$ cat src/rtl/button_debounce_pkg.sv
// Shared constants and types for the pushbutton debouncer.
package debounce_pkg;

  localparam int unsigned DEFAULT_WIDTH = 16;
  localparam int unsigned COUNT_WIDTH   = 8;

  // What the debouncer does on the coming edge, decided from S, O and CNT.
  typedef enum logic [1:0] {
    ACT_IDLE,
    ACT_COUNT,
    ACT_UPDATE
  } act_e;

endpackage

$ cat src/rtl/button_debounce_sync.sv
// Two-flop synchronizer bringing the raw button pin into the CLK domain.
module sync_ff2 (
  input  logic CLK,
  input  logic RESETN,
  input  logic I,
  output logic O
);

  logic meta_q, meta_d;
  logic sync_q, sync_d;

  always_comb begin
    meta_d = I;
    sync_d = meta_q;
  end

  // NOTE: sequential state uses <= so both stages sample the pre-edge values.
  always_ff @(posedge CLK) begin
    if (!RESETN) begin
      meta_q <= 1'b0;
      sync_q <= 1'b0;
    end else begin
      meta_q <= meta_d;
      sync_q <= sync_d;
    end
  end

  assign O = sync_q;

endmodule

$ cat src/rtl/button_debounce.sv
// Debounced button level with registered rise/fall pulses and a press counter.
module button_debounce
  import debounce_pkg::*;
#(
  parameter int unsigned WIDTH = DEFAULT_WIDTH
) (
  input  logic                   CLK,
  input  logic                   RESETN,
  input  logic                   I,
  output logic                   O,
  output logic                   RISE,
  output logic                   FALL,
  output logic [COUNT_WIDTH-1:0] COUNT
);

  localparam logic [WIDTH-1:0] MAX = '1;

  logic                   s;
  logic [WIDTH-1:0]       cnt_q, cnt_d;
  logic                   o_q, o_d;
  logic                   rise_q, rise_d;
  logic                   fall_q, fall_d;
  logic [COUNT_WIDTH-1:0] count_q, count_d;
  act_e                   act;

  sync_ff2 u_sync (
    .CLK    (CLK),
    .RESETN (RESETN),
    .I      (I),
    .O      (s)
  );

  always_comb begin
    if (s == o_q)          act = ACT_IDLE;
    else if (cnt_q != MAX) act = ACT_COUNT;
    else                   act = ACT_UPDATE;
  end

  // NOTE: every output gets a default first so no path leaves a latch behind.
  always_comb begin
    cnt_d   = '0;
    o_d     = o_q;
    rise_d  = 1'b0;
    fall_d  = 1'b0;
    count_d = count_q;
    unique case (act)
      ACT_IDLE:  ;
      ACT_COUNT: cnt_d = cnt_q + 1'b1;
      ACT_UPDATE: begin
        // CNT is left at its zero default, so it never wraps past MAX.
        o_d    = s;
        rise_d = s;
        fall_d = ~s;
        if (s) count_d = count_q + 1'b1;
      end
      default: ;
    endcase
  end

  always_ff @(posedge CLK) begin
    if (!RESETN) begin
      cnt_q   <= '0;
      o_q     <= 1'b0;
      rise_q  <= 1'b0;
      fall_q  <= 1'b0;
      count_q <= '0;
    end else begin
      cnt_q   <= cnt_d;
      o_q     <= o_d;
      rise_q  <= rise_d;
      fall_q  <= fall_d;
      count_q <= count_d;
    end
  end

  assign O     = o_q;
  assign RISE  = rise_q;
  assign FALL  = fall_q;
  assign COUNT = count_q;

endmodule

$ cat config.mk
export PLATFORM = sky130hd
export DESIGN_NAME = button_debounce
export DESIGN_NICKNAME = d
export VERILOG_FILES = /design/src/rtl/button_debounce_pkg.sv /design/src/rtl/button_debounce_sync.sv /design/src/rtl/button_debounce.sv
export SDC_FILE = /design/constraint.sdc
export NUM_CORES = 1
export LEC_CHECK = 0
export CAP_MARGIN = 20
export CORE_MARGIN = 2
export CORE_UTILIZATION = 50
export CTS_BUF_LIST = sky130_fd_sc_hd__clkbuf_4 sky130_fd_sc_hd__clkbuf_8
export DETAILED_ROUTE_END_ITERATION = 12
export PLACE_DENSITY = 0.72
export SYNTH_ARGS = -nofsm -noshare
export SYNTH_HDL_FRONTEND = slang
export SYNTH_SLANG_ARGS = --single-unit
export TNS_END_PERCENT = 50
$ cat constraint.sdc
create_clock -name CLK -period 3.09 [get_ports CLK]
set_input_delay 0.7725 -clock CLK [delete_from_list [all_inputs] [get_ports CLK]]
set_output_delay 0.7725 -clock CLK [all_outputs]
set_load 0.01 [all_outputs]
==> flow_summary.json, run 1 <==
{
  "io_pins": 14,
  "slew_headroom": 0.645,
  "slowest_stage": "nor4_4",
  "synth-async-reset-ratio": 0,
  "grt_use_met1": 0.204,
  "ys_warn_count": 0,
  "final_util": 0.613,
  "worstPathCellList": "ha_1 -> nand4_4 -> nor4_4 -> or3_1 -> nor2_1",
  "synth_area_um2": 1330,
  "grt.overflow.total": 0,
  "p_total_mw": 0.656,
  "cts_max_path_buffers": 2,
  "post-cts-setup-buffers": 0,
  "most-common-layout-cells": "29 x dfxtp_1, 18 x nor2_1, 16 x nand2_1, 13 x clkdlybuf4s50_1, 11 x xnor2_1",
  "cts_max_level": 2,
  "synth_largest_area_cell": "dfxtp_1",
  "vias": 1038,
  "grt_pass1_vias": 992,
  "fin_crit_sh": 0.695,
  "synth_seq_cells": 29,
  "syn_to_final_growth_pct": 15.6,
  "hold-worst-slack_ns": 0.450,
  "synth_edf_count": 0,
  "avgViaCountPerCell": 5.41,
  "dr.pass1.iters": 4,
  "hold_viol_final": 0,
  "p_per_area_nw_per_um2": 429,
  "cts.sinks": 29,
  "worst_pin_slew_ns": 0.528,
  "start_util": 0.530,
  "n_antenna_cell": 0,
  "synth_top_area_share": 0.438,
  "drive_above_1_share": 0.0741,
  "fin_tns_setup_ns": 0,
  "critPathRequiredTime_ns": 3.29,
  "dp_worst_setup_slack_ns": 0.850,
  "r2r_end": "cnt_q[2]",
  "die_h_um": 55.5,
  "startpoint_type": "flip-flop",
  "dpl.hpwl_um": 1630,
  "coreArea_um2": 2500,
  "crit_path_end_kind": "flip-flop",
  "antenna_found_initial": 0,
  "ctsResizeCount": 0,
  "place_area_um2": 1460,
  "rows": 18,
  "wl_um": 2270,
  "floorplan.die_area_um2": 3080,
  "insertion_delay_ns": 0.34,
  "port_buffers": 13,
  "synthTopCellsByArea": "dfxtp_1 44%, xnor2_1 7.3%, mux2i_1 6.8%",
  "skew_ns": 0.0110,
  "cts_hold_buf": 0,
  "outcome": "finished clean",
  "fillers": 223,
  "place.gp.congestion": 0.706,
  "vdd_drop_max_mv": 0.363,
  "grt_max_degree": 20,
  "cts_tree": "yes",
  "chipWidth_um": 55.5,
  "hold_path_class": "flip-flop to flip-flop",
  "r2r_slack_ns": 0.94,
  "leakagePower_nw": 0.568,
  "track_usage": 0.177,
  "numCtsBuffers": 5,
  "postRouteAntennaNets": 0,
  "arrival_ns": 2.35,
  "synth_flop_cell": "dfxtp_1",
  "rsz0062_at_grt": "false",
  "grt_pass1_wl_um": 4240,
  "drv_cap": 0,
  "final_nets": 166,
  "grtUsageMet2": 0.274,
  "period_needed_ns": 2.15,
  "synth_nets": 149,
  "drtIter0Drc": 28,
  "worstSetupPathType": "flip-flop to flip-flop",
  "endpoint": "cnt_q[2]",
  "reg2reg_depth": 5,
  "fin_ws_ns": 0.942,
  "grt_busiest_layer": "met2",
  "layout_commonest_cell": "dfxtp_1",
  "ys_seq_area_frac": 0.438,
  "use_met3": 0.0609,
  "design_area_um2": 1530,
  "path_clk_slew_ns": 0.09,
  "fin_cells": 192,
  "wl_per_cell_um": 11.8,
  "dpl.cell_count": 184,
  "fmax_ghz": 0.466,
  "r2r_start": "cnt_q[0]",
  "cp_max_fo": 16,
  "drc": 0,
  "startpoint": "cnt_q[0]",
  "synth.distinct_cells": 29,
  "drv_slew": 0,
  "setup_viol_count_final": 0,
  "synth_cells": 144,
  "root_buffer": "clkbuf_4",
  "syn_avg_cell_area_um2": 9.20,
  "max_stage_delay_ns": 0.57
}
critical path: cells and delay by family (launching register included):
kind / cells / cell delay (ns)
adder cells (fa/ha/maj): 1 / 0.26
flip-flops: 1 / 0.39
AND/OR/NAND/NOR: 4 / 1.36
synth_stat cells, types with 2 or more instances:
library cell  number
a21oi_1            2
and2_1             3
and3_1             3
clkbuf_1           2
dfxtp_1           29
ha_1               2
inv_1              3
mux2i_1            9
nand2_1           16
nand2b_1           7
nand3_1            8
nand4_1            8
nor2_1            18
nor3_1             3
nor4_1             4
o31ai_1            2
or4_1              2
xnor2_1           11
xor2_1             2
flip-flops by register name, indices dropped and copies added, names as in the netlist:
name	flops
COUNT	8
FALL	1
O	1
RISE	1
cnt_q	16
u_sync.O	1
u_sync.meta_q	1
metal layers:
layer | routed length, um | share of wire
met5 | 0 | 0
met4 | 51 | 0.022
met3 | 103 | 0.045
met2 | 1020 | 0.45
met1 | 1090 | 0.48
worst min path at each step:
stage,startpoint,to,depth (start not counted)
after floorplan,u_sync.meta_q,u_sync.O,1
after global placement,u_sync.meta_q,u_sync.O,1
after detailed placement,u_sync.meta_q,u_sync.O,1
after CTS,u_sync.meta_q,u_sync.O,1
after global routing,u_sync.meta_q,u_sync.O,1
final,u_sync.meta_q,u_sync.O,1
power by group:
group          switching [mW]  internal, mW  total [mW]
clock network           0.134         0.132       0.266
logic                 0.00829       0.00603      0.0143
registers             0.00122         0.375       0.376
total                   0.144         0.513       0.656
cell families (layout without fill, tap and decap cells):
logic type / after synthesis / after routing / synth area share
AOI/OAI and AO/OA: 4 / 4 / 0.0189
buffers and inverters: 7 / 25 / 0.0378
muxes: 9 / 9 / 0.0680
and+or+nand+nor: 80 / 80 / 0.332
adders and majority gates: 2 / 2 / 0.0189
DFF: 29 / 29 / 0.438
xor gates and xnor gates: 13 / 13 / 0.0859
cell type report:
type | count | area, um2 | area share
timing repair buffer | 14 | 138 | 0.0899
inverter | 3 | 11.3 | 0.00735
clock buffer | 7 | 65.1 | 0.0425
sequential | 29 | 581 | 0.379
tap | 30 | 37.5 | 0.0245
clock inverter | 1 | 5.00 | 0.00327
multi-input combinational | 108 | 694 | 0.453
(Power assumes the default switching activity.)
==> run 2, diff against run 1 <==
Clock period 3.09 ns to 2.1 ns, I/O delays scaled along.
==> flow_summary.json, run 2 (synthesis results as in run 1) <==
{
  "cts_tree": "yes",
  "place.gp.congestion": 0.729,
  "critPathBufInv": 0,
  "n_antenna_cell": 0,
  "vdd_drop_max_mv": 0.499,
  "coreArea_um2": 2500,
  "layout_commonest_cell": "dfxtp_1",
  "vias": 1025,
  "drtIter0Drc": 24,
  "period_needed_ns": 1.88,
  "ctsResizeCount": 0,
  "wl_per_cell_um": 12.1,
  "dpl.cell_count": 185,
  "hold_start": "u_sync.meta_q",
  "switching_power_mw": 0.195,
  "hold_end": "u_sync.O",
  "worstSetupPathType": "flip-flop to flip-flop",
  "multiInputGateArea_um2": 694,
  "cts_max_level": 2,
  "max_stage_delay_ns": 0.49,
  "worstPathCellList": "ha_1 -> nand4_4 -> nor4_4 -> or3_1 -> nor2_1",
  "fin_crit_sh": 0.894,
  "fin_tns_setup_ns": 0,
  "drv_slew": 0,
  "r2r_end": "cnt_q[2]",
  "crit_family": "simple AND/OR/NAND/NOR gates",
  "clockPowerShare": 0.380,
  "cp_max_fo": 16,
  "internal_power_mw": 0.731,
  "port_buffers": 13,
  "final_nets": 167,
  "final_util": 0.611,
  "root_buffer": "clkbuf_4",
  "largest-register": "cnt_q",
  "hold_viol_final": 0,
  "most-common-layout-cells": "29 x dfxtp_1, 18 x nor2_1, 16 x nand2_1, 13 x clkdlybuf4s50_1, 11 x xnor2_1",
  "crit_path_end_kind": "flip-flop",
  "grt.overflow.total": 0,
  "drive_above_1_share": 0.0741,
  "cts_hold_buf": 0,
  "postRouteAntennaNets": 0,
  "slew_headroom": 0.642,
  "antenna_found_initial": 0,
  "drc": 0,
  "io_pins": 14,
  "seq_power_share": 0.598,
  "swShare": 0.210,
  "floorplan.die_area_um2": 3080,
  "wl_um": 2320,
  "die_h_um": 55.5,
  "leakagePower_nw": 0.567,
  "arrival_ns": 2.07,
  "cts_max_path_buffers": 2,
  "fin_ws_ns": 0.223,
  "skew_ns": 0.0137,
  "hold_path_class": "flip-flop to flip-flop",
  "start_util": 0.530,
  "rsz0062_at_grt": "false",
  "numCtsBuffers": 5,
  "dr.pass1.iters": 4,
  "syn_to_final_growth_pct": 15.3,
  "drv_cap": 0,
  "dpl.hpwl_um": 1650,
  "r2r_start": "cnt_q[0]",
  "grt_pass1_wl_um": 4090,
  "hold-worst-slack_ns": 0.444,
  "dp_worst_setup_slack_ns": 0.122,
  "slowest_stage": "or3_1",
  "r2r_slack_ns": 0.22,
  "path_clk_slew_ns": 0.08,
  "whs_path_depth": 1,
  "grt_max_degree": 20,
  "reg2reg_depth": 5,
  "setup_viol_count_final": 0,
  "grt_pass1_vias": 953,
  "p_per_area_nw_per_um2": 606,
  "rows": 18,
  "cts.sinks": 29,
  "final-seq-area_um2": 581,
  "fmax_ghz": 0.533,
  "fin_cells": 192,
  "pwr-share-comb": 0.023,
  "post-cts-setup-buffers": 0,
  "critPathRequiredTime_ns": 2.30,
  "worst_pin_slew_ns": 0.537,
  "largest_register_ffs": 16,
  "insertion_delay_ns": 0.34,
  "track_usage": 0.171,
  "chipWidth_um": 55.5,
  "startpoint_type": "flip-flop",
  "outcome": "finished clean",
  "avgViaCountPerCell": 5.34,
  "fillers": 227
}
run 2: cell types whose count changed in the layout (fill, tap and decap cells not counted), sizes merged:
cell	before	now
buf	1	2
clkinv	1	0
run 2: worst max-delay path by stage:
stage / from / to / cells after the start
2_1_floorplan: cnt_q[0] / cnt_q[5] / 7
4_1_cts: cnt_q[0] / cnt_q[2] / 5
6_report: cnt_q[0] / cnt_q[2] / 5
3_3_place_gp: RESETN / cnt_q[15] / 4
3_5_place_dp: RESETN / cnt_q[15] / 4
5_1_grt: cnt_q[0] / cnt_q[2] / 5
run 2: worst reg2reg max path, stage by stage (launching register included):
cell     delay, ns
dfxtp_1       0.37
ha_1          0.27
nand4_4       0.18
nor4_4        0.33
or3_1         0.49
nor2_1        0.11
run 2: routing by layer:
layer | vias up | share of wire | GRT usage
li1 | 530 | - | -
met1 | 471 | 0.50 | 0.218
met2 | 18 | 0.43 | 0.247
met3 | 6 | 0.049 | 0.0796
met4 | 0 | 0.018 | 0.0732
met5 | - | 0 | 0
run 2: layout make-up:
type,count,area share
Multi-Input combinational cell,108,0.455
Tap cell,30,0.0246
Clock buffer,7,0.0385
Inverter,3,0.00737
Timing Repair Buffer,15,0.0950
Sequential cell,29,0.380
run 2: per-stage QoR:
step / total power, mW / cell area [um2]
2_1_floorplan: 0.583 / 1330
3_3_place_gp: 0.587 / 1470
3_5_place_dp: 0.587 / 1470
4_1_cts: 0.942 / 1530
5_1_grt: 0.967 / 1530
6_report: 0.926 / 1530
run 2: power groups by stage:
stage	Combinational [mW]	Clock, mW	Sequential, mW
6_report	0.0209	0.352	0.553
5_1_grt	0.0236	0.390	0.554
4_1_cts	0.0210	0.367	0.554
3_5_place_dp	0.0209	0	0.567
3_3_place_gp	0.0203	0	0.566
2_1_floorplan	0.0167	0	0.566
